`src/rtl/q_action_select.sv`:
```
// Policy/read side of the maze Q-learning datapath: reads one state's four Q-values,
// returns the signed greedy max and an epsilon-greedy action chosen via an internal LFSR.
`timescale 1ns/1ps
module q_action_select #(
  parameter int          N_STATES  = 36,
  parameter logic [7:0]  EPSILON   = 8'd26,
  parameter logic [15:0] LFSR_SEED = 16'hACE1
) (
  input  logic        clk,
  input  logic        reset,
  input  logic        start,
  input  logic [5:0]  state,
  input  logic [3:0]  valid_mask,
  output logic        q_rd_en,
  output logic [5:0]  q_rd_state,
  output logic [1:0]  q_rd_action,
  input  logic [31:0] q_rd_data,
  output logic        busy,
  output logic        done,
  output logic [31:0] max_Q,
  output logic [2:0]  action,
  output logic [1:0]  greedy_action,
  output logic        explored,
  output logic        no_legal
);

  localparam logic [5:0] LAST_STATE = 6'(N_STATES - 1);

  typedef enum logic [1:0] {IDLE, FETCH, DRAIN, DONE} fsm_t;

  fsm_t        cur_st, nxt_st;
  logic [5:0]  cap_state;
  logic [3:0]  cap_mask;
  logic [7:0]  rnd_p;
  logic [1:0]  rnd_a;
  logic [1:0]  fetch_idx;
  logic        rd_pend;
  logic [1:0]  rd_idx;
  logic [31:0] best_q;
  logic [1:0]  best_idx;
  logic        best_vld;
  logic [15:0] lfsr;
  logic        accept;
  logic        explore;

  // The done-pulse cycle is already IDLE but must still refuse a new request.
  assign accept     = start && (cur_st == IDLE) && !done;
  assign explore    = (rnd_p < EPSILON) && cap_mask[rnd_a];
  assign q_rd_state = cap_state;

  always_ff @(posedge clk) begin
    if (reset) cur_st <= IDLE;
    else       cur_st <= nxt_st;
  end

  always_comb begin
    nxt_st      = cur_st;
    q_rd_en     = 1'b0;
    q_rd_action = 2'd0;
    busy        = 1'b1;
    case (cur_st)
      IDLE: begin
        busy = 1'b0;
        if (accept) nxt_st = FETCH;
      end
      FETCH: begin
        q_rd_en     = 1'b1;
        q_rd_action = fetch_idx;
        if (fetch_idx == 2'd3) nxt_st = DRAIN;
      end
      DRAIN:   nxt_st = DONE;
      DONE:    nxt_st = IDLE;
      default: nxt_st = IDLE;
    endcase
  end

  // Read data lags the strobe by one cycle, so the column travels alongside it.
  always_ff @(posedge clk) begin
    if (reset) begin
      cap_state <= 6'd0;
      cap_mask  <= 4'd0;
      rnd_p     <= 8'd0;
      rnd_a     <= 2'd0;
      fetch_idx <= 2'd0;
      rd_pend   <= 1'b0;
      rd_idx    <= 2'd0;
      best_q    <= 32'd0;
      best_idx  <= 2'd0;
      best_vld  <= 1'b0;
    end else begin
      rd_pend <= q_rd_en;
      rd_idx  <= q_rd_action;
      if (accept) begin
        cap_state <= (state > LAST_STATE) ? LAST_STATE : state;
        cap_mask  <= valid_mask;
        rnd_p     <= lfsr[7:0];
        rnd_a     <= lfsr[9:8];
        fetch_idx <= 2'd0;
        best_vld  <= 1'b0;
      end
      if (cur_st == FETCH) fetch_idx <= fetch_idx + 2'd1;
      if (rd_pend && cap_mask[rd_idx] &&
          (!best_vld || ($signed(q_rd_data) > $signed(best_q)))) begin
        best_q   <= q_rd_data;
        best_idx <= rd_idx;
        best_vld <= 1'b1;
      end
    end
  end

  always_ff @(posedge clk) begin
    if (reset) begin
      done          <= 1'b0;
      max_Q         <= 32'd0;
      action        <= 3'd0;
      greedy_action <= 2'd0;
      explored      <= 1'b0;
      no_legal      <= 1'b0;
    end else begin
      done <= (cur_st == DONE);
      if (cur_st == DONE) begin
        if (cap_mask == 4'd0) begin
          max_Q         <= 32'd0;
          greedy_action <= 2'd0;
          action        <= 3'd0;
          explored      <= 1'b0;
          no_legal      <= 1'b1;
        end else begin
          max_Q         <= best_q;
          greedy_action <= best_idx;
          action        <= explore ? {1'b0, rnd_a} : {1'b0, best_idx};
          explored      <= explore;
          no_legal      <= 1'b0;
        end
      end
    end
  end

  // Right-shifting Fibonacci form of the x^16+x^14+x^13+x^11+1 polynomial.
  always_ff @(posedge clk) begin
    if (reset) lfsr <= LFSR_SEED;
    else       lfsr <= {lfsr[0] ^ lfsr[2] ^ lfsr[3] ^ lfsr[5], lfsr[15:1]};
  end

endmodule

```
`config.mk`:
```
export PLATFORM = sky130hd
export DESIGN_NAME = q_action_select
export DESIGN_NICKNAME = d
export VERILOG_FILES = /design/src/rtl/q_action_select.sv
export SDC_FILE = /design/constraint.sdc
export NUM_CORES = 1
export LEC_CHECK = 0
export CAP_MARGIN = 0
export CORE_UTILIZATION = 53
export DETAILED_ROUTE_END_ITERATION = 8
export GPL_TIMING_DRIVEN = 0
export PLACE_DENSITY = 0.81
export SLEW_MARGIN = 20
export SYNTH_ARGS = -nofsm -noshare
export SYNTH_HDL_FRONTEND = slang
export SYNTH_SLANG_ARGS = --single-unit
```
`constraint.sdc`:
```
create_clock -name clk -period 3.4 [get_ports clk]
set_input_delay 0.68 -clock clk [delete_from_list [all_inputs] [get_ports clk]]
set_output_delay 0.68 -clock clk [all_outputs]
set_load 0.01 [all_outputs]
```
==> impl_metrics.tcl, run 1 <==
set metrics [dict create \
    cts.htree.levels 4 \
    instances_no_fill 878 \
    postSynthAreaPerCell_sq_um 9.155 \
    arrival_ns 3.60 \
    slew_viol_final 0 \
    netlist_top_cells_count "dfxtp_1, a21oi_1, nor2_1" \
    required_ns 3.78 \
    layout.nets 812 \
    vias 4978 \
    drive_above_1_share 0.1644 \
    grt_use_total 0.2774 \
    cts_sinks 116 \
    worstPathBufferInverterCount 2 \
    crit_slowest_cell "or4_4" \
    design.die.area_sq_um 11090 \
    yosysTopAreaCellShare 0.4104 \
    post-dp-hpwl_um 10330 \
    crit_family "simple AND/OR/NAND/NOR gates" \
    n_antenna_cell 0 \
    rsz0062_at_grt "false" \
    crit_type "in2reg" \
    drtIter0Drc 265 \
    max_clock_freq_ghz 0.3108 \
    area_growth_pct 29.61 \
    clock_path_buffers 2 \
    dp.cells 846 \
    viasPerCell 5.670 \
    yosys-top-cells-area "dfxtp_1, ha_1, o31ai_2, a21oi_1, nor2b_1" \
    die_y_um 105.3 \
    initial_core_util 0.5481 \
    pin_count 95 \
    power.density_nw_per_um2 543.3 \
    clock-root-buffer "clkbuf_8" \
    final_util 0.7103 \
    path_cells "clkdlybuf4s50_1 -> ha_1 -> nand4_2 -> or4_4 -> or3_4 -> a21oi_4 -> clkbuf_1 -> or4_1 -> a21oi_2" \
    grt_pass1_vias 5171 \
    core_sq_um 10320 \
    clk_pin_slew_worst_paths_ns 0.06 \
    cpPeakStageDelay_ns 0.56 \
    synth-seq-area-share 0.4104 \
    drc 0 \
    yosysTopAreaCell "dfxtp_1" \
    grt_max_degree 17 \
    end_kind "register" \
    cts_hold_buf 0 \
    hold_class "reg2reg" \
    crit_path_start_kind "input port" \
    drv_cap 0 \
    grt_pass1_wl_um 24380 \
    power_mw 3.984 \
    ys_async_sr_fraction 0 \
    ir_drop_uv 289.7 \
    overflow 0 \
    whs_ns 0.4211 \
    wl_per_cell_um 16.98 \
    period_share 0.9463 \
    synthesis.area_sq_um 5658 \
    synth_fp_nets 701 \
    yosys_warnings 0 \
    fp-row-count 37 \
    drt_pre_antenna_iters 4 \
    cp_max_fo 10 \
    clock_skew_ns 0.008515 \
    fp.dieW_um 105.3 \
    yosysMostFrequentCell "dfxtp_1" \
    hold_viol_final 0 \
    status "finished clean" \
    fin_crit_ns 3.217 \
    wl_um 14910 \
    synth-main-ff-cell "dfxtp_1" \
    max-slew-margin-rel 0.4678 \
    nFillCells 767 \
    io_buffers 92 \
    antenna_found_initial 0 \
    ant_nets 0 \
    synth-seq-cells 116 \
    synth_cell_types 46 \
    syn_inst 618 \
    synth-edff-count 0 \
    worst_slew_pin_slew_ns 0.7983 \
    setup_violations 0 \
    cts_tree "done" \
    cts_buffers 17 \
    leakagePower_nw 2.652 \
    clock_latency_ns 0.53 \
    place.gp.congestion 0.8829 \
]
==> worst paths after layout <==
check	slack (ns)	from	cells past startpoint	endpoint
worst max-delay path	0.18	q_rd_data[31]	9	best_q[12]$_SDFFE_PP0P_
worst min-delay path	0.42	lfsr[12]$_SDFF_PP0_	1	lfsr[11]$_SDFF_PP1_
worst max register to register	0.45	best_q[31]$_SDFFE_PP0P_	9	best_q[12]$_SDFFE_PP0P_
worst min register to register	0.42	lfsr[12]$_SDFF_PP0_	1	lfsr[11]$_SDFF_PP1_
==> cells in the final DEF, fill, tap and decap left out, types with 3 or more instances in the layout <==
master	instances
o21ai_0	3
buf_2	4
or2_2	8
nor3_1	5
nand3_1	5
dfxtp_1	116
ha_1	38
clkdlybuf4s50_1	92
clkbuf_16	16
buf_1	3
buf_4	4
mux2i_1	4
clkinvlp_4	3
buf_12	3
and2_1	4
inv_6	8
nand4_1	8
nand2_1	43
nor2b_1	48
a21oi_1	73
nand2b_1	8
inv_1	36
or4_1	31
nand3b_1	3
clkbuf_1	29
o31ai_2	30
nor2_1	51
a21oi_2	30
==> sequential cells by signal (all words and copies together) (netlist names), 2 cells and up <==
name / count
rd_idx: 2
cur_st: 2
fetch_idx: 2
lfsr: 16
rnd_a: 2
q_rd_state: 6
best_idx: 2
action: 2
rnd_p: 7
max_Q: 32
greedy_action: 2
cap_mask: 4
best_q: 32
==> worst register-to-register path, stage by stage (launching register included) <==
cell      delay (ns)
dfxtp_1         0.33
inv_1           0.06
ha_1            0.35
nand4_2         0.18
or4_4           0.56
or3_4           0.39
a21oi_4         0.28
clkbuf_1        0.36
or4_1           0.23
a21oi_2         0.06
==> timing repair <==
action	4_1_cts	5_1_grt
endpoints found under the setup margin	0	16
hold endpoints to repair	0	0
buffers inserted	0	0
gates resized for setup	0	2
==> layout make-up <==
cell class              count  area (sq um)  area share
well taps                 136         170.2     0.02320
inverters                  36         135.1     0.01843
clock inverters            15         168.9     0.02303
flip-flops and latches    116          2322      0.3167
clock buffers              17         414.1     0.05648
repair buffers             92         920.9      0.1256
plain buffers              45         246.5     0.03361
multi-input cells         421          2955      0.4030
==> cell families (layout without fill, tap and decap cells) <==
| kind of cell | count (synthesis) | count (layout) | synth area share |
|---|---|---|---|
| simple gates | 221 | 221 | 0.2121 |
| compound gates | 150 | 150 | 0.2019 |
| flops | 116 | 116 | 0.4104 |
| buf+inv | 81 | 205 | 0.06723 |
| fa+ha+maj | 38 | 38 | 0.08403 |
| mux | 8 | 8 | 0.01902 |
| xor+xnor | 3 | 3 | 0.004645 |
| other cells | 1 | 1 | 0.0006628 |
==> through the flow <==
step,cell area (sq um),setup TNS [ns],setup slack [ns]
after floorplan,5658,0,0.5403
after global placement,6749,-9.626,-0.3133
after detailed placement,6749,-11.20,-0.3699
after CTS,7332,0,0.1354
after global routing,7333,0,0.05239
final,7333,0,0.1827
==> per-layer routing <==
layer,up-vias,part of all wire,GRT usage
met5,-,0,0
met4,0,0.029,0.1278
met3,47,0.059,0.06803
met2,198,0.49,0.4713
met1,2361,0.42,0.3291
li1,2372,-,-
==> power by group <==
| part | total (mW) | internal, mW | switching, mW |
|---|---|---|---|
| logic | 0.685 | 0.286 | 0.399 |
| clock network | 1.79 | 1.06 | 0.722 |
| registers | 1.51 | 1.45 | 0.0625 |
No activity file was read; power rests on OpenSTA's default activity.
==> run 2, diff against run 1 <==
- CORE_UTILIZATION: 53 -> 58
- GPL_TIMING_DRIVEN: 0 -> unset
- PLACE_DENSITY: 0.81 -> 0.87
- clock period: 3.4 -> 3.7 ns (I/O delays scaled with it)
==> impl_metrics.tcl, run 2 (synthesis results as in run 1) <==
set metrics [dict create \
    status "finished clean" \
    place.gp.congestion 0.8957 \
    drt_pre_antenna_iters 4 \
    crit_type "in2reg" \
    power_mw 3.559 \
    leakagePower_nw 2.623 \
    viasPerCell 5.697 \
    worst_slew_pin_slew_ns 0.7872 \
    drive_above_1_share 0.1781 \
    clk_pin_slew_worst_paths_ns 0.06 \
    die_y_um 100.8 \
    max-slew-margin-rel 0.4752 \
    end_kind "register" \
    layout.nets 783 \
    post_cts_buffers 0 \
    rrSetupSlack_ns 0.52 \
    required_ns 4.16 \
    clock_skew_ns 0.009082 \
    design.die.area_sq_um 10150 \
    initial_core_util 0.6066 \
    io_buffers 93 \
    r2r-start "best_q[30]$_SDFFE_PP0P_" \
    post_cts_resized 0 \
    final_cell_mix "dfxtp_1, clkdlybuf4s50_1, a21oi_1" \
    drtIter0Drc 228 \
    cts.htree.levels 4 \
    drv_cap 0 \
    wl_um 13630 \
    cp-endpoint "best_q[29]$_SDFFE_PP0P_" \
    ant_nets 0 \
    fp-row-count 35 \
    reg2regPathDepth 10 \
    hold_viol_final 0 \
    fin_crit_ns 3.445 \
    fp.dieW_um 100.8 \
    final_util 0.7761 \
    max_clock_freq_ghz 0.2903 \
    crit_path_start_kind "input port" \
    hold_class "reg2reg" \
    setup_violations 0 \
    clock_path_buffers 2 \
    grt_max_degree 80 \
    startpoint "q_rd_data[30]" \
    cts_sinks 116 \
    cts_hold_buf 0 \
    cp_max_fo 32 \
    cts_buffers 17 \
    vias 4797 \
    grt_pass1_vias 4858 \
    drc 0 \
    cts_tree "done" \
    arrival_ns 3.91 \
    ir_drop_uv 309.4 \
    rsz0062_at_grt "false" \
    area_growth_pct 27.95 \
    wl_per_cell_um 16.18 \
    period_share 0.9311 \
    clock-root-buffer "clkbuf_8" \
    slew_viol_final 0 \
    final_common_cell "dfxtp_1" \
    grt_pass1_wl_um 22340 \
    grt_use_total 0.2823 \
    overflow 0 \
    reg2reg_to "best_q[29]$_SDFFE_PP0P_" \
    n_antenna_cell 0 \
    clock_latency_ns 0.53 \
    pin_count 95 \
    reg_top3 "best_q (32), max_Q (32), lfsr (16)" \
    power.density_nw_per_um2 491.7 \
    core_sq_um 9328 \
    antenna_found_initial 0 \
    nFillCells 597 \
    post-dp-hpwl_um 8858 \
]
run 2: critical path, cell delays in order:
cell and delay, ns:
clkdlybuf4s50_1 0.46, ha_1 0.37, a21oi_1 0.17, nand2_1 0.09
a221o_1 0.38, a211oi_1 0.51, o22ai_4 0.31, buf_12 0.26
or4_1 0.46, a21oi_2 0.15
run 2: worst min path at each step:
| stage | slack (ns) | endpoint | startpoint | cells after the start |
|---|---|---|---|---|
| 2_1_floorplan | 0.39 | lfsr[10]$_SDFF_PP1_ | lfsr[11]$_SDFF_PP1_ | 1 |
| 3_3_place_gp | 0.40 | lfsr[13]$_SDFF_PP1_ | lfsr[14]$_SDFF_PP0_ | 1 |
| 3_5_place_dp | 0.40 | lfsr[11]$_SDFF_PP1_ | lfsr[12]$_SDFF_PP0_ | 1 |
| 4_1_cts | 0.43 | lfsr[10]$_SDFF_PP1_ | lfsr[11]$_SDFF_PP1_ | 1 |
| 5_1_grt | 0.45 | lfsr[10]$_SDFF_PP1_ | lfsr[11]$_SDFF_PP1_ | 1 |
| 6_report | 0.43 | lfsr[10]$_SDFF_PP1_ | lfsr[11]$_SDFF_PP1_ | 1 |
run 2: layer usage:
metal / wire [um] / track usage / vias up
met3: 579 / 0.05132 / 46
li1: - / - / 2319
met5: 0 / 0 / -
met1: 5680 / 0.3227 / 2290
met4: 488 / 0.1628 / 0
met2: 6879 / 0.4947 / 142
run 2: layout make-up:
class | count | area (sq um) | area share
well taps | 129 | 161.4 | 0.02230
clock inverters | 15 | 145.1 | 0.02005
inverters | 36 | 135.1 | 0.01867
flip-flops and latches | 116 | 2322 | 0.3208
clock buffers | 17 | 414.1 | 0.05721
repair buffers | 108 | 1091 | 0.1507
multi-input cells | 421 | 2970 | 0.4103
run 2: through the flow:
step           std cells  worst slack, ns  setup TNS, ns  cell area, sq um  hold slack, ns
4_1_cts              842           0.2558              0              7239          0.4284
3_3_place_gp         810          0.04781              0              6680          0.4023
3_5_place_dp         810         -0.03386        -0.2824              6680          0.3955
6_report             842           0.2549              0              7239          0.4259
5_1_grt              842           0.1797              0              7239          0.4528
2_1_floorplan        618           0.7803              0              5658          0.3895
run 2: where the power goes:
part	switching, mW	total, mW	internal (mW)
Sequential	0.0546	1.39	1.33
Clock	0.653	1.56	0.907
Combinational	0.346	0.612	0.267
Total	1.05	3.56	2.51
